--- config.mk ---
export PLATFORM = sky130hd
export DESIGN_NAME = imm_extend_pipe
export DESIGN_NICKNAME = d
export VERILOG_FILES = /design/src/rtl/imm_extend_pipe.sv
export SDC_FILE = /design/constraint.sdc
export NUM_CORES = 1
export LEC_CHECK = 0
export CAP_MARGIN = 20
export CORE_MARGIN = 10
export CORE_UTILIZATION = 30
export CTS_CLUSTER_DIAMETER = 30
export DETAILED_ROUTE_END_ITERATION = 6
export GPL_TIMING_DRIVEN = 0
export PLACE_DENSITY = 0.63
export REMOVE_ABC_BUFFERS = 1
export SETUP_SLACK_MARGIN = 0.05
export SYNTH_ARGS = -nofsm -noshare
export SYNTH_HDL_FRONTEND = slang
export SYNTH_SLANG_ARGS = --single-unit
--- constraint.sdc ---
create_clock -name clk -period 7.8 [get_ports clk]
set_input_delay 1.56 -clock clk [delete_from_list [all_inputs] [get_ports clk]]
set_output_delay 1.56 -clock clk [all_outputs]
set_load 0.01 [all_outputs]
--- src/rtl/imm_extend_pipe.sv ---
// Pipelined immediate-extension unit for the MIPS decode/execute boundary.
// Rigid STAGES-deep pipeline carrying the extended operand and a sideband tag.
module imm_extend_pipe #(
    parameter int IN_W   = 16,
    parameter int OUT_W  = 32,
    parameter int STAGES = 1,
    parameter int TAG_W  = 5
) (
    input  logic               clk,
    input  logic               rst,
    input  logic               flush,
    input  logic               in_valid,
    output logic               in_ready,
    input  logic [IN_W-1:0]    in_imm,
    input  logic [1:0]         in_mode,
    input  logic [TAG_W-1:0]   in_tag,
    output logic               out_valid,
    input  logic               out_ready,
    output logic [OUT_W-1:0]   out_data,
    output logic [TAG_W-1:0]   out_tag
);

    localparam logic [1:0] MODE_SIGN   = 2'b00;
    localparam logic [1:0] MODE_ZERO   = 2'b01;
    localparam logic [1:0] MODE_UPPER  = 2'b10;
    localparam logic [1:0] MODE_BRANCH = 2'b11;

    localparam int PAD_W = OUT_W - IN_W;

    logic [OUT_W-1:0] sext;
    logic [OUT_W-1:0] ext_data;
    logic             advance;

    logic [STAGES-1:0] valid_q;
    logic [OUT_W-1:0]  data_q [STAGES];
    logic [TAG_W-1:0]  tag_q  [STAGES];

    assign sext = {{PAD_W{in_imm[IN_W-1]}}, in_imm};

    // NOTE: full case plus a default assignment first keeps this block latch-free.
    always_comb begin
        ext_data = sext;
        case (in_mode)
            MODE_SIGN:   ext_data = sext;
            MODE_ZERO:   ext_data = {{PAD_W{1'b0}}, in_imm};
            MODE_UPPER:  ext_data = {in_imm, {PAD_W{1'b0}}};
            MODE_BRANCH: ext_data = {sext[OUT_W-3:0], 2'b00};
            default:     ext_data = sext;
        endcase
    end

    // The whole pipe moves only when the last slot is empty or being drained.
    assign advance  = !valid_q[STAGES-1] || out_ready;
    assign in_ready = advance;

    // NOTE: state uses non-blocking assignments so every stage samples the
    // pre-edge value of its predecessor; data/tag arrays are reset explicitly
    // because the outputs must read zero after reset, not just be invalid.
    always_ff @(posedge clk) begin
        if (rst) begin
            valid_q <= '0;
            for (int k = 0; k < STAGES; k++) begin
                data_q[k] <= '0;
                tag_q[k]  <= '0;
            end
        end else if (flush) begin
            valid_q <= '0;
        end else if (advance) begin
            valid_q[0] <= in_valid;
            data_q[0]  <= ext_data;
            tag_q[0]   <= in_tag;
            for (int k = 1; k < STAGES; k++) begin
                valid_q[k] <= valid_q[k-1];
                data_q[k]  <= data_q[k-1];
                tag_q[k]   <= tag_q[k-1];
            end
        end
    end

    assign out_valid = valid_q[STAGES-1];
    assign out_data  = data_q[STAGES-1];
    assign out_tag   = tag_q[STAGES-1];

endmodule

After elaboration in Yosys (flattened, before gate mapping)
Memory sizes are Yosys's and may differ from the RTL's.
Cells that the tools add are included.
{ "op_classes": {"n_eq_ne": 3, "mux": 11, "reduce_logical": 6} }
{ "op_table": {"columns": ["operator", "n"], "rows": [
  ["one-hot mux 32 bit (4 select lines)", 1],
  ["two-way mux 32 bit", 1],
  ["OR reduction 32 bit", 1],
  ["two-way mux 1 bit", 8],
  ["two-way mux 5 bit", 1],
  ["OR reduction 5 bit", 1],
  ["equality test 2 bit (second input constant)", 2],
  ["equality test 2 x 1 -> 1 bit (second input constant)", 1],
  ["logical NOT 2 bit", 1],
  ["OR reduction 2 bit", 1],
  ["logical NOT 1 bit", 1],
  ["logical OR 1 bit", 1]
]} }
{ "word_totals": {"ff_bits": 1, "ramBits": 37, "out_inout_bits": 39, "mem_count": 2} }
{ "mem_list": {"columns": ["name", "depth", "width", "read_ports", "rd_clocked_by_memory_dff", "write_ports", "line", "text"], "rows": [
  ["data_q", 1, 32, 1, 0, 1, "35", "logic [OUT_W-1:0] data_q [STAGES];"],
  ["tag_q", 1, 5, 1, 0, 1, "36", "logic [TAG_W-1:0] tag_q [STAGES];"]
]} }

Depth between registers and ports, before layout
{ "logic_depth": {"ltp_word": 8, "ltp_mapped": 5, "ltp_nobuf": 3} }

Worst setup path before layout
No wires, ideal clock.
{ "synth_path": {"kind": "input-to-reg", "from": "input port out_ready", "to": "memory data_q[0][0] (enable)", "setup_time_ns": 0.439, "arrival_time_ns": 3.345, "slack_ns": 4.015, "path_stages": 2, "path_buffers": 0, "path_cell_list": "nor2b_4 > o21bai_1"} }
{ "synth_between": {"elab_chain_cells": 7} }
{ "synth_lines": {"columns": ["element", "line", "text"], "rows": [
  ["start: declaration", "18", "input logic out_ready,"],
  ["logical OR 1 bit (*)", "53", "assign advance = !valid_q[STAGES-1] || out_ready;"],
  ["two-way mux 1 bit (*)", "68", "end else if (advance) begin"],
  ["two-way mux 1 bit (*)", "66", "end else if (flush) begin"],
  ["two-way mux 1 bit (*)", "60", "if (rst) begin"],
  ["two-way mux 1 bit (not written as such) (*)", "70", "data_q[0] <= ext_data;"],
  ["OR reduction 32 bit (no line)", null, null],
  ["two-way mux 1 bit (no line) (*)", null, null],
  ["end: declaration", "35", null]
]} }
Every way passes the cells marked *; elsewhere a longest branch is shown, timed or not.

Worst setup path after layout
{ "layout_path": {"from": "input port out_ready", "to": "output port in_ready"} }
{ "layout_between": {"elab_chain_cells": 1} }
{ "layout_lines": {"columns": ["element", "line", "text"], "rows": [
  ["logical OR 1 bit", "53", null],
  ["end: declaration", "13", "output logic in_ready,"]
]} }
No other way between the ends.

==> results.md <==
- Status: complete, no violations
- CP max-delay cell: clkdlybuf4s50_1
- Slew headroom: 51.7%
- DRT iter0 DRCs: 40
- Final period util: 54.9%
- Power density of the placed cells: 188 mW/mm2
- Die Wd: 97.0 um
- Clk pwr share: 33.0%
- Least-Margin Pin Slew: 0.724 ns
- Io pins: 67
- Final Max Tran Viols: 0
- Diodes inserted: 0
- Nets: 248
- Crit path buffers/inverters: 3
- Clk_lat worst skew: 0.29 ns
- Post-Syn Instances: 157
- First-pass GRT wire length: 7370 um
- RSZ-0062 raised after global routing: false
- P_leak: 0.970 nW
- CP max stage delay: 0.48 ns
- Sw power: 0.111 mW
- Crit Path Max Fanout: 5
- Routed wire length per instance: 15.3 um
- Dominant cell type by area after synthesis: edfxtp_1
- P_int: 0.384 mW
- Setup Fix Bufs, Post-CTS: 0
- Floorplan row count: 28
- Final Util: 45.0%
- Logic pwr share: 17.9%
- CTS Buf Count: 5
- Resized Gates After CTS: 0
- Largest family of logic cells by synthesized area: simple AND/OR/NAND/NOR gates
- Placer Congestion: 0.689
- Final wirelength: 4520 um
- CTS tree: done
- Yosys cell types: 22
- Area contributors post-synth: edfxtp_1, a21oi_1, a21o_1
- Clock buffer depth: 2
- Vias per cell: 4.53
- Residual DRC count: 0
- H-tree depth: 2
- Largest net degree at the start of global routing: 35
- Chip height: 97.0 um
- Min-Delay Path Class: flop to flop
- Final HPWL DP: 3190 um
- Reg clk slew, reported paths: 0.07 ns
- GR Overflow Total: 0
- Multiplexer area fraction after synthesis: 0%
- Min setup slack post-route: 3.52 ns
- Average cell area after synthesis: 11.3 um2
- Max Freq: 234 MHz
- Peak VDD IR: 0.0724 mV
- Antenna violations before repair: 0
- Max-cap violations: 0
- Vias in the first global route: 1,382
- Xor-xnor portion of the synthesized cell area: 0%
- CP cell instances: clkdlybuf4s50_1, nor2b_4, inv_1, clkdlybuf4s50_1
- Post-synthesis sequential area ratio: 63.5%
- Via count: 1,342
- Die area: 0.00942 mm2
- Yosys reg bits: 38
- PortBufs: 66
- Setup TNS Final: 0 ns
- Worst EP arrival: 2.72 ns
- Sw Ratio: 22.4%
- CTS Root Cell: clkbuf_8
- CP Class: input pin to primary output
- Starting Density: 30.4%
- CP Capture Type: primary output
- Fin crit period: 4.28 ns
- Post-DRT Antenna Nets: 0
- GR Util All Layers: 9.62%
- Fraction of the mapped netlist area in adder cells: 0%
- Synth top area share: 62.4%
- Drt pass-1 iters: 4
- Cts hold-fix bufs: 0
- Placed Cells: 286
- Sequential power share: 49.1%
- Setup Skew: 0.00652 ns
- Simple-Gate Fraction of Synth Area: 16.6%
- Layout cells sized above 1: 5.43%
- Pre-CTS setup slack: 3.35 ns
- Startpoint Class: input pin
- Final setup fails: 0
- Mapped Area: 0.00178 mm2
- Cell repeated most along the worst path: clkdlybuf4s50_1
- CP top delay family: buffers and inverters
- Worst Path Required: 6.24 ns
- Hold Fails Final Rpt: 0
- Core area: 0.00585 mm2
- Complex-gate fraction of the synthesized area: 15.2%
- Total clock sinks: 38
- Area grow syn2layout: 48.0%
- Non-Filler Instances: 296
- Synth warnings: 0
## path summary, 6_finish.rpt
path / from / endpoint / slack (ns) / depth (start not counted)
worst max-delay path: out_ready / in_ready / 3.52 / 4
worst min-delay path: out_valid / out_valid / 0.66 / 3
worst max register to register: out_valid / data_q[0][16] / 6.13 / 4
worst min register to register: out_valid / out_valid / 0.66 / 3
## routing by layer
metal  vias to the layer above  routed length, um  GRT usage, %
met1                       622               1830          9.98
met3                         6                382          4.77
li1                        674                  -             -
met2                        40               2250          16.5
met4                         0                 53          3.18
met5                         -                  0             0
## power groups by stage
stage / clock, mW / sequential [mW] / combinational, mW
after global routing: 0.178 / 0.245 / 0.0962
after detailed placement: 0 / 0.248 / 0.0883
after global placement: 0 / 0.248 / 0.0848
final: 0.163 / 0.243 / 0.0884
after CTS: 0.169 / 0.243 / 0.0886
after floorplan: 0 / 0.257 / 0.0227
## placed cells by master, fill, tap and decap left out, drive strengths merged
cell            n
clkdlybuf4s50  66
edfxtp         37
a21oi          29
nand2          17
nor2           15
a21o           14
nor2b          14
clkbuf          7
and2            6
buf             3
inv             2
nor3            2
nor3b           2
o21bai          1
nand2b          1
or3             1
a311oi          1
o21ai           1
bufinv          1
dfxtp           1
## Yosys cell counts (all sizes together)
library cell   n
nor2          15
o21bai         1
inv            2
nand2         17
and2           6
buf            9
clkbuf         4
or3            1
a21o          14
edfxtp        37
dfxtp          1
o21ai          1
a21oi         29
a311oi         1
nor3b          2
nor3           2
nor2b         14
nand2b         1
## sequential cells by signal, indices dropped and copies added (netlist names)
name       count
out_valid      1
tag_q          5
data_q        32
## per-stage QoR
stage                     hold WS [ns]  area [um2]  total power, mW
after floorplan                  0.618        1710            0.279
after global placement           0.603        2460            0.333
after detailed placement         0.665        2500            0.336
after CTS                        0.675        2610            0.501
after global routing             0.712        2640            0.519
final                            0.658        2640            0.495
## worst reg2reg max path, stage by stage, from the launching register on
cell	delay, ns
dfxtp_1	0.31
nor2b_4	0.14
or3_1	0.56
buf_8	0.27
a311oi_1	0.21
## cells by family (layout without fill, tap and decap cells)
group,Yosys count,after routing
AO/OA/AOI/OAI,46,46
AND/OR/NAND/NOR,58,58
flip-flops,38,38
buffers and inverters,15,79
## layout make-up
class | instances | area (um2)
repair buffers | 69 | 718
flip-flops and latches | 38 | 1130
clock inverters | 1 | 30.0
multi-input cells | 104 | 578
fillers | 558 | 3220
well taps | 75 | 93.8
inverters | 2 | 7.51
clock buffers | 7 | 76.3
Power figures use the tool's default switching activity.
